[src/rtl/chimera_cluster_pwr_seq_pkg.sv]
// chimera_cluster_pwr_seq_pkg: shared cluster power-sequencing constants and state type
package chimera_cluster_pwr_seq_pkg;
  localparam int ExtClusters = 5;
  localparam int ClusterClkSettleCycles = 4;
  localparam int ClusterRstHoldCycles = 8;
  typedef enum logic [1:0] {IDLE, UP, DRAIN, HOLD} cluster_pwr_state_e;
endpackage

[src/rtl/chimera_cluster_pwr_seq_lzc.sv]
// chimera_cluster_pwr_seq_lzc: trailing-zero counter, picks the lowest set bit
module chimera_cluster_pwr_seq_lzc #(
  parameter int Width = 2,
  localparam int CntW = Width > 1 ? $clog2(Width) : 1
) (
  input  logic [Width-1:0] in_i,
  output logic [CntW-1:0]  cnt_o,
  output logic             empty_o
);
  assign empty_o = ~|in_i;
  // scan from the top so the lowest set bit is the last one written
  always_comb begin
    cnt_o = '0;
    for (int i = Width - 1; i >= 0; i--) if (in_i[i]) cnt_o = CntW'(i);
  end
endmodule

[src/rtl/chimera_cluster_pwr_seq.sv]
// chimera_cluster_pwr_seq: round-robin per-cluster clock/reset power sequencer
module chimera_cluster_pwr_seq
  import chimera_cluster_pwr_seq_pkg::*;
#(
  parameter int NumClusters = ExtClusters,
  parameter int ClkSettleCycles = ClusterClkSettleCycles,
  parameter int RstHoldCycles = ClusterRstHoldCycles
) (
  input  logic                   clk_i,
  input  logic                   rst_ni,
  input  logic [NumClusters-1:0] req_en_i,
  input  logic [NumClusters-1:0] clu_idle_i,
  output logic [NumClusters-1:0] clu_clk_en_o,
  output logic [NumClusters-1:0] clu_rst_no,
  output logic [NumClusters-1:0] clu_on_o,
  output logic [NumClusters-1:0] done_o,
  output logic                   busy_o
);
  localparam int MaxCycles = ClkSettleCycles > RstHoldCycles ? ClkSettleCycles : RstHoldCycles;
  localparam int CntW = MaxCycles > 1 ? $clog2(MaxCycles) : 1;
  localparam int PtrW = NumClusters > 1 ? $clog2(NumClusters) : 1;

  cluster_pwr_state_e state;
  logic [PtrW-1:0] ptr, sel, tz, nextSel;
  logic [PtrW:0] selSum;
  logic [CntW-1:0] cnt;
  logic [NumClusters-1:0] mismatch, rotated;
  logic empty;

  assign mismatch = req_en_i ^ clu_on_o;
  assign rotated = NumClusters'({mismatch, mismatch} >> ptr);
  assign busy_o = state != IDLE;

  chimera_cluster_pwr_seq_lzc #(.Width(NumClusters)) i_lzc (
    .in_i   (rotated),
    .cnt_o  (tz),
    .empty_o(empty)
  );

  assign selSum = {1'b0, ptr} + {1'b0, tz};
  assign nextSel = selSum >= (PtrW+1)'(NumClusters) ? PtrW'(selSum - (PtrW+1)'(NumClusters)) : selSum[PtrW-1:0];

  // sequencer FSM: one cluster at a time, all outputs registered
  always_ff @(posedge clk_i) begin
    if (!rst_ni) begin
      state <= IDLE;
      ptr <= '0;
      sel <= '0;
      cnt <= '0;
      clu_clk_en_o <= '0;
      clu_rst_no <= '0;
      clu_on_o <= '0;
      done_o <= '0;
    end else begin
      done_o <= '0;
      case (state)
        IDLE: if (!empty) begin
          sel <= nextSel;
          ptr <= nextSel == PtrW'(NumClusters - 1) ? '0 : nextSel + PtrW'(1);
          if (req_en_i[nextSel]) begin
            clu_clk_en_o[nextSel] <= 1'b1;
            cnt <= CntW'(ClkSettleCycles - 1);
            state <= UP;
          end else begin
            state <= DRAIN;
          end
        end
        UP: if (cnt == '0) begin
          clu_rst_no[sel] <= 1'b1;
          clu_on_o[sel] <= 1'b1;
          done_o[sel] <= 1'b1;
          state <= IDLE;
        end else begin
          cnt <= cnt - CntW'(1);
        end
        DRAIN: if (clu_idle_i[sel]) begin
          clu_rst_no[sel] <= 1'b0;
          clu_on_o[sel] <= 1'b0;
          cnt <= CntW'(RstHoldCycles - 1);
          state <= HOLD;
        end else if (req_en_i[sel]) begin
          state <= IDLE;
        end
        HOLD: if (cnt == '0) begin
          clu_clk_en_o[sel] <= 1'b0;
          done_o[sel] <= 1'b1;
          state <= IDLE;
        end else begin
          cnt <= cnt - CntW'(1);
        end
        default: state <= IDLE;
      endcase
    end
  end
endmodule

[config.mk]
export PLATFORM = sky130hd
export DESIGN_NAME = chimera_cluster_pwr_seq
export DESIGN_NICKNAME = d
export VERILOG_FILES = /design/src/rtl/chimera_cluster_pwr_seq_pkg.sv /design/src/rtl/chimera_cluster_pwr_seq_lzc.sv /design/src/rtl/chimera_cluster_pwr_seq.sv
export SDC_FILE = /design/constraint.sdc
export NUM_CORES = 1
export LEC_CHECK = 0
export CORE_UTILIZATION = 55
export DETAILED_ROUTE_END_ITERATION = 8
export GPL_TIMING_DRIVEN = 0
export PLACE_DENSITY = 0.86
export SYNTH_ARGS = -nofsm -noshare
export SYNTH_HDL_FRONTEND = slang
export SYNTH_SLANG_ARGS = --single-unit
[constraint.sdc]
create_clock -name clk_i -period 15.3 [get_ports clk_i]
set_input_delay 3.06 -clock clk_i [delete_from_list [all_inputs] [get_ports clk_i]]
set_output_delay 3.06 -clock clk_i [all_outputs]
set_load 0.02 [all_outputs]
Yosys cells after proc, flatten, opt, wreduce, memory -nomap -nowiden. Index checks and enable logic that the tools add are counted.

Input port bits: 12. Word-level logic and storage cells: 91. Bits in registers: 31. Output and inout bits: 21.

Shift-type cells: 1. Reductions and logical operators: 15. $add $sub $neg: 4. Equality and inequality tests: 12. Muxes and demuxes: 38. Bitwise gates (word level): 8. Order comparisons: 5.

Operator list (count): $mux W5 (7); $mux W3 (11); $pmux W5 S2 (3); $and A5 B5 Y5 (3); $or A5 B5 Y5 (3); $ne A2 B2 Y1 const B (6); $mux W2 (5); $shr A10 B3 Y5 (1); $bmux W1 S3 (3); $pmux W3 S3 (1); $reduce_and A3 Y1 (3); $lt A3 B4 Y1 const B (2); $reduce_and A4 Y1 (2); $demux W1 S3 (2); $ge A3 B1 Y1 const B (2); $pmux W2 S3 (1); $reduce_bool A2 Y1 (3); $mux W1 (5); $not A5 Y5 (1); $reduce_or A5 Y1 (1); $xor A5 B5 Y5 (1); $add A3 B3 Y4 (1); $eq A2 B2 Y1 const B (2); $ge A4 B3 Y1 const B (1); 12 further kinds (13).

Longest topological paths before layout.
Word-level depth: 18. Gate-level depth with buffers: 20. Mapped depth without buffers: 19.

Hierarchy. Synthesis repeated with hierarchy kept, for this count alone.

Cells, all modules: 246. Area, all modules: 1919.3 µm².

Modules (own cells, without submodules): chimera_cluster_pwr_seq (cells an instance 237, area each 1873.0 µm², instances 1, seq. area each 520.5 µm²); chimera_cluster_pwr_seq_lzc (cells an instance 9, area each 46.3 µm², instances 1, seq. area each 0.0 µm²).

Worst setup path after synthesis. OpenSTA, ideal clock, no wires.

Kind: input-to-reg. From: input port req_en_i[4]. To: register cnt[2]. Buffers on the path: 0. Required time: 15.173 ns. Setup time: 0.127 ns. Cell stages on the path: 18. Arrival: 7.058 ns. Slack: 8.115 ns. Cell sequence: xnor2_1 > mux2_2 > o221a_1 > nor2_1 > a221oi_1 > a211oi_1 > ha_1 > fa_1 > inv_1 > ha_1 > nand2b_1 > a221oi_2 > mux2i_1 > inv_2 > mux2i_1 > nand3_1 > and3b_1 > or3_1.

Cells in the longest elaborated chain, start to end: 14. Elaborated cells on any way between the ends: 17. Classes of those cells: add/sub: 2; order compare: 1; eq/ne: 2; shift: 1; mux: 8; bitwise: 1; reduce/logical: 2.

RTL lines: from (decl) (line chimera_cluster_pwr_seq.sv:11) `input logic [NumClusters-1:0] req_en_i,`; $xor A5 B5 Y5 * (line chimera_cluster_pwr_seq.sv:30) `assign mismatch = req_en_i ^ clu_on_o;`; $shr A10 B3 Y5 * (line chimera_cluster_pwr_seq.sv:31) `assign rotated = NumClusters'({mismatch, mismatch} >> ptr);`; $mux W3 (4 in series) (line chimera_cluster_pwr_seq_lzc.sv:14) `for (int i = Width - 1; i >= 0; i--) if (in_i[i]) cnt_o = CntW'(i);`; $mux W3 * (line chimera_cluster_pwr_seq_lzc.sv:14); $add A3 B3 Y4 * (line chimera_cluster_pwr_seq.sv:40) `assign selSum = {1'b0, ptr} + {1'b0, tz};`; $ge A4 B3 Y1 (line chimera_cluster_pwr_seq.sv:41) `assign nextSel = selSum >= (PtrW+1)'(NumClusters) ? PtrW'(selSum - (PtrW+1)'(NumClusters)) : selSum[PtrW-1:0];`; $mux W3 * (line chimera_cluster_pwr_seq.sv:41); net nextSel[1] (line chimera_cluster_pwr_seq.sv:24) `logic [PtrW-1:0] ptr, sel, tz, nextSel;`; $bmux W1 S3 * (line chimera_cluster_pwr_seq.sv:60) `if (req_en_i[nextSel]) begin`; $mux W1 (implied by the code) * (line chimera_cluster_pwr_seq.sv:60); $ne A2 B2 Y1 (no line) *; $reduce_and A4 Y1 (no line) *; to (signal assigned) (line chimera_cluster_pwr_seq.sv:62) `cnt <= CntW'(ClkSettleCycles - 1);`; to (signal assigned) (line chimera_cluster_pwr_seq.sv:74) `cnt <= cnt - CntW'(1);`; to (signal assigned) (line chimera_cluster_pwr_seq.sv:79) `cnt <= CntW'(RstHoldCycles - 1);`; to (decl) (line chimera_cluster_pwr_seq.sv:26) `logic [CntW-1:0] cnt;`.

The timed path passes the listed nets; every way through them passes the cells marked *. The select of a mux whose other input is x is not followed. A chain may end at the register's enable or synchronous reset.

Worst setup path in the final report. Same ends and word-level chain as after synthesis.

==> run metrics <==
status completed; share of layout cells above drive strength 1 0.106; crit path buf inv count 3; H-Tree Level Count 1; crit share post-route 0.532; Seq/Total Area, Yosys 0.253; post-CTS resize count 0; worst path cell trace clkdlybuf4s50_1 -> xnor2_1 -> mux2_2 -> o221a_1 -> nor2_1 -> a221oi_1 -> a211oi_1 -> ha_1 -> fa_1 -> inv_1 -> ha_1 -> nand2b_1 -> a221oi_2 -> mux2i_1 -> inv_2 -> mux2i_1 -> nand3_1 -> and3b_1 -> or3_1; DR WL/cell 14.9 µm; post-DP HPWL 3.73 mm; # IOs 33; first-pass GRT wire length 8.42 mm; Leakage 1.02 nW; CP max FO 7; antenna cells 0; register area 520 µm²; Total GRT Usage 0.259; final wirelength 4.90 mm; Reg clk slew, reported paths 0.08 ns; grt total ovfl 0; Syn Area/Cell 8.31 µm²; clock latency on the worst-skew pair 0.27 ns; Post-CTS Setup Repair Bufs 0; Cells after Synth 248; Setup CP Type in2reg; pwr/cell area 240 nW/µm²; CORE AREA 3470 µm²; FFs w/ async S/R, synth 0; Final Max Tran Viols 0; Post-synth EDFFs 0; number of distinct library cells after synthesis 65; mapped cell area 2060 µm²; setup violators final 0; area leader, netlist dfxtp_1; post-synth net total 270; CTS tree built; antenna violations before repair 0; synthesized flop and latch total 26; cts hold-fix bufs 0; clock root buffer clkbuf_8; post-route minimum period 8.15 ns; Req. time, crit path 15.46 ns; Die H 63.2 µm; Area growth, synth to finish 20.3%; die footprint 4000 µm²; Slowest-stage cell, CP fa_1; TritonCTS Buffers 3; worst-case hold slack 0.511 ns; main area contributors after synthesis dfxtp_1 25%, mux2i_1 7.3%, ha_1 5.5%; Synthesis Warnings 0; Worst path max stage delay 0.58 ns; peak supply drop 0.000139 V; # rows 21; ANT nets after route 0; most frequent cells in the layout 32 x clkdlybuf4s50_1, 26 x dfxtp_1, 24 x nor2_1; most common cell after layout, fill and taps aside clkdlybuf4s50_1; area share of the largest cell type after synthesis 0.253; measured slew at the worst slew-check pin 0.655 ns; Starting Density 0.594; Die Wd 63.2 µm; largest net degree at the start of global routing 14; drt first-iter violations 218; Critical Path End Type register; Initial DRT Pass Iterations 4; Via Count 1,999; Final GP Congestion 0.874; Nets 307; DRC viols 0; clk_skew 0.00362 ns; crit path DAT 8.30 ns; worst rel slew slack 0.562; number of global-route vias before repair 1,864; final hold vios 0; IO buf count 32; fmax 123 MHz; Min-Delay Path Class reg2reg; vias per std cell 6.08; Multi-input gate area 1390 µm²; crit start category input pin; setup tns final 0 ns; RSZ-0062 raised after global routing false; Fill cells 287; ys flop type dfxtp_1; worst-case clock buffer depth 2; max-cap violations 0; CTS Sinks 26; CP top delay family compound AO/OA/AOI/OAI gates; Pwr Total 0.000596 W
==> through the flow <==
| step | setup slack (ns) | instance area (µm²) | util | instances |
|---|---|---|---|---|
| finish | 7.15 | 2480 | 0.715 | 329 |
| CTS | 7.17 | 2480 | 0.715 | 329 |
| detailed placement | 6.96 | 2440 | 0.703 | 326 |
| global route | 6.70 | 2480 | 0.715 | 329 |
| global placement | 7.08 | 2440 | 0.703 | 326 |
| floorplan | 8.11 | 2060 | - | 248 |
==> power breakdown <==
| part | internal (W) | switching (W) | total (W) | leakage (nW) |
|---|---|---|---|---|
| sequential | 0.0000852 | 0.0000119 | 0.0000971 | 0.212 |
| clock | 0.0000176 | 0.0000199 | 0.0000376 | 0.0216 |
| combinational | 0.000198 | 0.000264 | 0.000461 | 0.783 |
==> cell usage after synthesis, drive strengths merged, types with 4 or more instances <==
| master | instances |
|---|---|
| a211oi | 6 |
| a221oi | 4 |
| mux2i | 15 |
| nand3 | 6 |
| o21ai | 4 |
| a21oi | 10 |
| dfxtp | 26 |
| nand2 | 14 |
| buf | 8 |
| nor2 | 24 |
| nand2b | 8 |
| inv | 18 |
| mux2 | 4 |
| nor2b | 5 |
| ha | 9 |
| clkbuf | 8 |
| o22ai | 5 |
| xnor2 | 6 |
| nor3 | 10 |
==> path summary, 6_finish.rpt <==
kind                        from  depth (start not counted)                  end  slack, ns
max reg2reg             register                         18  cnt[2]$_SDFFE_PN0P_      10.09
min          cnt[1]$_SDFFE_PN0P_                          1  cnt[1]$_SDFFE_PN0P_       0.51
max                  req_en_i[4]                         19  cnt[2]$_SDFFE_PN0P_       7.15
min reg2reg  cnt[1]$_SDFFE_PN0P_                          1  cnt[1]$_SDFFE_PN0P_       0.51
==> cell families (layout without fill, tap and decap cells) <==
| logic type | after synthesis | count (layout) | share of synthesized area |
|---|---|---|---|
| buf+inv | 34 | 69 | 0.0741 |
| mux | 19 | 19 | 0.0965 |
| compound gates | 64 | 64 | 0.254 |
| flops | 26 | 26 | 0.253 |
| xor+xnor | 7 | 7 | 0.0370 |
| simple gates | 88 | 88 | 0.221 |
| fa+ha+maj | 10 | 10 | 0.0644 |
==> layout make-up <==
type,instances,share of cell area
plain buffers,16,0.0343
flip-flops and latches,26,0.210
inverters,18,0.0272
well taps,46,0.0232
repair buffers,32,0.129
clock buffers,3,0.0166
multi-input cells,188,0.560
==> metal layers <==
metal / up-vias / routed length, µm / GRT usage
met5: - / 0 / 0
met1: 924 / 2190 / 0.346
li1: 984 / - / -
met3: 4 / 388 / 0.0435
met4: 0 / 19 / 0.0511
met2: 87 / 2300 / 0.438
No activity file was read; power rests on OpenSTA's default activity.
